<file path="config.mk">
export PLATFORM = sky130hd
export DESIGN_NAME = tone_melody_sequencer
export DESIGN_NICKNAME = d
export VERILOG_FILES = /design/src/rtl/tone_melody_sequencer.sv
export SDC_FILE = /design/constraint.sdc
export NUM_CORES = 1
export LEC_CHECK = 0
export ABC_CLOCK_PERIOD_IN_PS = 2200
export BUFFER_PORTS_ARGS = -buffer_cell sky130_fd_sc_hd__buf_4
export CORE_ASPECT_RATIO = 2
export CORE_UTILIZATION = 50
export CTS_CLUSTER_DIAMETER = 30
export DETAILED_ROUTE_END_ITERATION = 7
export GPL_TIMING_DRIVEN = 0
export PLACE_DENSITY = 0.83
export SLEW_MARGIN = 20
export SYNTH_ARGS = -nofsm -noshare
export SYNTH_HDL_FRONTEND = slang
export SYNTH_SLANG_ARGS = --single-unit
</file>
<file path="constraint.sdc">
create_clock -name clk -period 2.2 [get_ports clk]
set_input_delay 0 -clock clk [delete_from_list [all_inputs] [get_ports clk]]
set_output_delay 0 -clock clk [all_outputs]
set_load 0.01 [all_outputs]
</file>
<file path="src/rtl/tone_melody_sequencer.sv">
// Steps a C-major scale ROM at a fixed tempo and feeds one phase increment per note to the NCO.
// Build option: define SEQ_ARTIC_GAP_EN to insert a silent articulation gap at the end of every note.
module tone_melody_sequencer #(
    parameter int CLK_FREQ_HZ     = 50_000_000,
    parameter int CLOCKS_PER_16TH = 6_250_000,
    parameter int MELODY_LENGTH   = 16,
    parameter int PHASE_W         = 32
`ifdef SEQ_ARTIC_GAP_EN
    ,
    parameter int GAP_CLOCKS      = 500_000
`endif
) (
    input  logic               clk,
    input  logic               rst,
    input  logic               enable,
    input  logic               loop,
    input  logic               pause,
    output logic [PHASE_W-1:0] phase_inc,
    output logic               note_strobe,
    output logic               playing,
    output logic               melody_end,
    output logic [4:0]         note_index
);

    localparam int         CNT_W    = $clog2(8 * CLOCKS_PER_16TH);
    localparam logic [4:0] LAST_IDX = 5'(MELODY_LENGTH - 1);

    typedef enum logic [1:0] {
        IDLE = 2'd0,
        PLAY = 2'd1,
        DONE = 2'd2
`ifdef SEQ_ARTIC_GAP_EN
        ,
        GAP  = 2'd3
`endif
    } state_t;

    // Rounded phase increment: round(f * 2^PHASE_W / CLK_FREQ_HZ), frequencies held in centi-hertz.
    function automatic logic [PHASE_W-1:0] note_inc(input logic [3:0] code);
        logic [63:0] centi_hz;
        logic [63:0] num;
        logic [63:0] den;
        case (code)
            4'd1:    centi_hz = 64'd26163;
            4'd2:    centi_hz = 64'd29366;
            4'd3:    centi_hz = 64'd32963;
            4'd4:    centi_hz = 64'd34923;
            4'd5:    centi_hz = 64'd39200;
            4'd6:    centi_hz = 64'd44000;
            4'd7:    centi_hz = 64'd49390;
            4'd8:    centi_hz = 64'd52325;
            default: centi_hz = 64'd0;
        endcase
        num = (centi_hz << PHASE_W) + 64'(CLK_FREQ_HZ) * 64'd50;
        den = 64'(CLK_FREQ_HZ) * 64'd100;
        return PHASE_W'(num / den);
    endfunction

    localparam logic [PHASE_W-1:0] INC_TABLE [16] = '{
        note_inc(4'd0),  note_inc(4'd1),  note_inc(4'd2),  note_inc(4'd3),
        note_inc(4'd4),  note_inc(4'd5),  note_inc(4'd6),  note_inc(4'd7),
        note_inc(4'd8),  note_inc(4'd9),  note_inc(4'd10), note_inc(4'd11),
        note_inc(4'd12), note_inc(4'd13), note_inc(4'd14), note_inc(4'd15)
    };

    // Entry layout {dur[1:0], code[3:0]}; dur 1 = two sixteenths, dur 2 = four.
    function automatic logic [5:0] rom_entry(input logic [4:0] idx);
        case (idx)
            5'd0:    rom_entry = {2'd1, 4'd1};
            5'd1:    rom_entry = {2'd1, 4'd2};
            5'd2:    rom_entry = {2'd1, 4'd3};
            5'd3:    rom_entry = {2'd1, 4'd4};
            5'd4:    rom_entry = {2'd1, 4'd5};
            5'd5:    rom_entry = {2'd1, 4'd6};
            5'd6:    rom_entry = {2'd1, 4'd7};
            5'd7:    rom_entry = {2'd2, 4'd8};
            5'd8:    rom_entry = {2'd1, 4'd8};
            5'd9:    rom_entry = {2'd1, 4'd7};
            5'd10:   rom_entry = {2'd1, 4'd6};
            5'd11:   rom_entry = {2'd1, 4'd5};
            5'd12:   rom_entry = {2'd1, 4'd4};
            5'd13:   rom_entry = {2'd1, 4'd3};
            5'd14:   rom_entry = {2'd1, 4'd2};
            5'd15:   rom_entry = {2'd2, 4'd1};
            default: rom_entry = {2'd0, 4'd0};
        endcase
    endfunction

    // Counter reload for a note; the gap build steals the articulation time from the tone.
    function automatic logic [CNT_W-1:0] dur_load(input logic [1:0] dur);
        int cycles;
        cycles = CLOCKS_PER_16TH << dur;
`ifdef SEQ_ARTIC_GAP_EN
        cycles = cycles - GAP_CLOCKS;
`endif
        return CNT_W'(cycles - 1);
    endfunction

    localparam logic [5:0] FIRST_ENTRY = rom_entry(5'd0);

    state_t             state, state_d;
    logic [CNT_W-1:0]   counter, counter_d;
    logic [4:0]         index_d;
    logic [PHASE_W-1:0] phase_d;
    logic               playing_d;
    logic               strobe_d;
    logic               mend_d;
    logic               advance;
    logic [4:0]         nxt_idx;
    logic [5:0]         nxt_entry;

    assign nxt_idx   = (note_index == LAST_IDX) ? 5'd0 : note_index + 5'd1;
    assign nxt_entry = rom_entry(nxt_idx);

    always_ff @(posedge clk or posedge rst) begin
        if (rst) begin
            state       <= IDLE;
            counter     <= '0;
            note_index  <= '0;
            phase_inc   <= '0;
            playing     <= 1'b0;
            note_strobe <= 1'b0;
            melody_end  <= 1'b0;
        end else begin
            state       <= state_d;
            counter     <= counter_d;
            note_index  <= index_d;
            phase_inc   <= phase_d;
            playing     <= playing_d;
            note_strobe <= strobe_d;
            melody_end  <= mend_d;
        end
    end

    always_comb begin
        state_d   = state;
        counter_d = counter;
        index_d   = note_index;
        phase_d   = phase_inc;
        playing_d = playing;
        strobe_d  = 1'b0;
        mend_d    = 1'b0;
        advance   = 1'b0;

        if (!enable) begin
            state_d   = IDLE;
            counter_d = '0;
            index_d   = '0;
            phase_d   = '0;
            playing_d = 1'b0;
        end else if (!pause) begin
            case (state)
                IDLE: begin
                    state_d   = PLAY;
                    index_d   = 5'd0;
                    phase_d   = INC_TABLE[FIRST_ENTRY[3:0]];
                    counter_d = dur_load(FIRST_ENTRY[5:4]);
                    playing_d = 1'b1;
                    strobe_d  = 1'b1;
                end
                PLAY: begin
                    if (counter != '0) begin
                        counter_d = counter - CNT_W'(1);
                    end else begin
`ifdef SEQ_ARTIC_GAP_EN
                        state_d   = GAP;
                        counter_d = CNT_W'(GAP_CLOCKS - 1);
                        phase_d   = '0;
`else
                        advance   = 1'b1;
`endif
                    end
                end
`ifdef SEQ_ARTIC_GAP_EN
                GAP: begin
                    if (counter != '0) counter_d = counter - CNT_W'(1);
                    else               advance   = 1'b1;
                end
`endif
                DONE: begin
                end
                default: state_d = IDLE;
            endcase

            // Note boundary: step to the next entry, wrap on loop, or finish.
            if (advance) begin
                if (note_index == LAST_IDX) mend_d = 1'b1;
                if (note_index == LAST_IDX && !loop) begin
                    state_d   = DONE;
                    counter_d = '0;
                    phase_d   = '0;
                    playing_d = 1'b0;
                end else begin
                    state_d   = PLAY;
                    index_d   = nxt_idx;
                    phase_d   = INC_TABLE[nxt_entry[3:0]];
                    counter_d = dur_load(nxt_entry[5:4]);
                    playing_d = 1'b1;
                    strobe_d  = 1'b1;
                end
            end
        end
    end

endmodule
</file>
==> metrics.txt <==
number of max-cap violations=0; Placeable Area=0.00689 sq mm; Root Buffer=clkbuf_16; Slew headroom=48.1%; Cells after Synth=433; All-Layer GR Usage=38.7%; flops & latches, synth=51; Core Rows=43; Vias=approximately 4400; status=complete, but fails checks; fin cells=627; chip height=121 microns; initial core utilization=51.8%; Worst Setup Path Type=reg2reg; die area=0.00749 sq mm; CTS tree=built; violation count after the first detailed-routing iteration=roughly 830; total I/O pin count=45; Worst Tran Pin Value=roughly 0.78 ns; Port Buf Inserts=28; failing checks=setup timing; library cells used by synthesis=between 60 and 70; final RePlAce weighted congestion=around 0.97; Worst setup SP type=flip-flop; clk slew on worst S/H paths=about 0.080 ns; largest net degree at the start of global routing=32; Cell Area, Synth=0.00356 sq mm; # H-tree levels=2; Fin. Hold Viols=0; diode count=0; clock period minus worst slack=2.69 ns; Critical Path Sink Type=flip-flop; PwrDens=roughly 480 mW/mm^2; DRT antenna net count=0; Peak VDD IR=approximately 0.0006 V; Inst Count DP=between 500 and 600; total wire length=16.9 mm; area delta synth->final=50.2%; Placed Area=0.00404 sq mm; vias in the first global route=3974; Synth Area per Inst=8.23 sq um; leakage=around 2.4 nW; die outline width=61.7 microns; wire per inst=27.0 microns; Ys Warns=0; layout cells sized above 1=43.9%; DRC=0; Pre-antenna DRT Iters=8; Max Root-Sink Buffers=2; Hold Slack=0.136 ns; Congestion Overflow GR=0; clk_lat worst skew=0.31 ns; Fin Setup TNS=-6.34 ns; Final Cycle Share=122%; unrepaired setup endpoints after global routing=yes; Final setup viols=33; fmax=372 MHz; first-pass GRT wire length=between 20 and 25 mm; hpwl dp=8.15 mm; Min-Delay Path Class=in2reg; CTS sink count=51; final net count=roughly 560; FFs w/ async S/R, synth=100%; EDFF count, synth=0; Worst Path Required=2.42 ns; Layout Skew=0.0119 ns; antenna violations before repair=0; worst setup margin=-0.491 ns; drt via density=7.08; Worst Path Arrival=2.91 ns; top_reg_cell synth=dfrtp_1; CTS buffer count=5; Pins Over Slew Limit=0; post-route cell area=0.00535 sq mm; register area share after synthesis=35.8%; CP max FO=10
[per-layer routing]
metal | vias up | routed length, microns | GRT usage [%]
met5 | - | 22 | 0
met4 | 2 | 1600 | 27.5
met3 | 166 | 2140 | 14.8
met2 | 458 | 8000 | 61.7
met1 | 2048 | 5160 | 39.4
li1 | 1763 | - | -
[cell usage after synthesis (all sizes together), types with 2 or more instances]
cell type | number | area (sq um)
nand2b | 4 | 25.0
nor3 | 26 | 140
a21oi | 36 | 184
o22ai | 5 | 31.3
or4 | 2 | 15.0
a211o | 3 | 26.3
o21ai | 50 | 250
buf | 25 | 173
dfrtp | 51 | 1280
o211ai | 6 | 45.0
nor4 | 5 | 46.3
o31ai | 5 | 37.5
ha | 14 | 175
nor2 | 31 | 116
nand2 | 37 | 139
o21a | 4 | 30.0
o211a | 3 | 30.0
a22o | 2 | 17.5
nor3b | 2 | 25.0
a21o | 11 | 82.6
and4 | 3 | 26.3
o2bb2ai | 3 | 26.3
and2 | 5 | 31.3
nand3 | 13 | 65.1
nor2b | 5 | 31.3
clkbuf | 14 | 52.6
and3 | 3 | 18.8
or3 | 11 | 73.8
or2 | 3 | 18.8
inv | 18 | 67.6
xnor2 | 2 | 25.0
nand4 | 2 | 12.5
a211oi | 3 | 22.5
o311ai | 3 | 26.3
a221o | 2 | 20.0
a31oi | 3 | 18.8
[state kept, by name, summed over array words and instances, names as in the netlist]
name / count
counter: 26
melody_end: 1
note_index: 5
note_strobe: 1
phase_inc: 15
playing: 1
state: 2
[kinds of logic (layout without fill, tap and decap cells)]
| group | count (synthesis) | in the layout | synth area share (%) |
|---|---|---|---|
| fa+ha+maj | 14 | 14 | 4.91 |
| mux | 1 | 1 | 0.316 |
| other cells | 1 | 16 | 0.105 |
| simple gates | 154 | 154 | 22.6 |
| compound gates | 153 | 153 | 27.4 |
| flops | 51 | 51 | 35.8 |
| buf+inv | 57 | 146 | 8.21 |
| xor+xnor | 2 | 2 | 0.702 |
[critical path, cell delays in order (launching register included)]
cell and delay (ns):
dfrtp_2 0.38, clkbuf_4 0.25, nand2_1 0.08, a21oi_1 0.36
a211o_1 0.31, ha_2 0.29, inv_1 0.10, a211oi_4 0.20
buf_6 0.19, o221ai_2 0.19, o21ai_0 0.24
[final timing paths]
| kind | startpoint | endpoint | slack, ns | cells past startpoint |
|---|---|---|---|---|
| max | note_index[2] | phase_inc[8] | -0.49 | 10 |
| min | pause | phase_inc[6] | 0.14 | 4 |
| max reg2reg | note_index[2] | phase_inc[8] | -0.49 | 10 |
| min reg2reg | playing | playing | 0.49 | 2 |
| max in group asynchronous | rst | note_index[2] | 1.36 | 4 |
| min in group asynchronous | rst | melody_end | 0.27 | 3 |
[placed cells by master (no fill, tap or decap), drive strengths merged, types with 4 or more instances in the layout]
master / instances
nand2b: 4
and2: 5
ha: 14
nand2: 37
a21oi: 36
nor2: 31
o31ai: 5
buf: 112
o211ai: 6
a21o: 11
nand3: 13
nor3: 26
o21a: 4
nor2b: 5
nor4: 5
dfrtp: 51
clkbuf: 12
o21ai: 50
conb: 16
or3: 11
o22ai: 5
inv: 20
[metrics by stage]
step                      total power, mW  util (%)  setup slack, ns
after floorplan                      1.42         -          -0.0635
after global placement               1.55      58.4           -0.464
after detailed placement             1.57      58.7           -0.528
after CTS                            2.47      68.8           -0.150
after global routing                 2.70      77.7           -0.563
final                                2.59      77.7           -0.491
[final cells by class]
class	instances	area, sq um
multi-input cells	340	2730
fillers	385	1530
flip-flops and latches	51	1280
repair buffers	85	711
plain buffers	35	295
clock buffers	5	125
well taps	90	113
inverters	18	72.6
clock inverters	3	26.3
[where the power goes]
| part | switching, mW | internal (mW) |
|---|---|---|
| clock | 0.411 | 0.434 |
| sequential | 0.0906 | 1.00 |
| combinational | 0.393 | 0.264 |
| total | 0.894 | 1.70 |
[repair_timing]
item,CTS,global route
gates resized for setup,88,94
hold buffers,1,0
pin swaps,27,38
setup buffers,29,27
endpoints found under the setup margin,47,49
hold endpoints to repair,20,0
No activity file was read; power rests on OpenSTA's default activity.
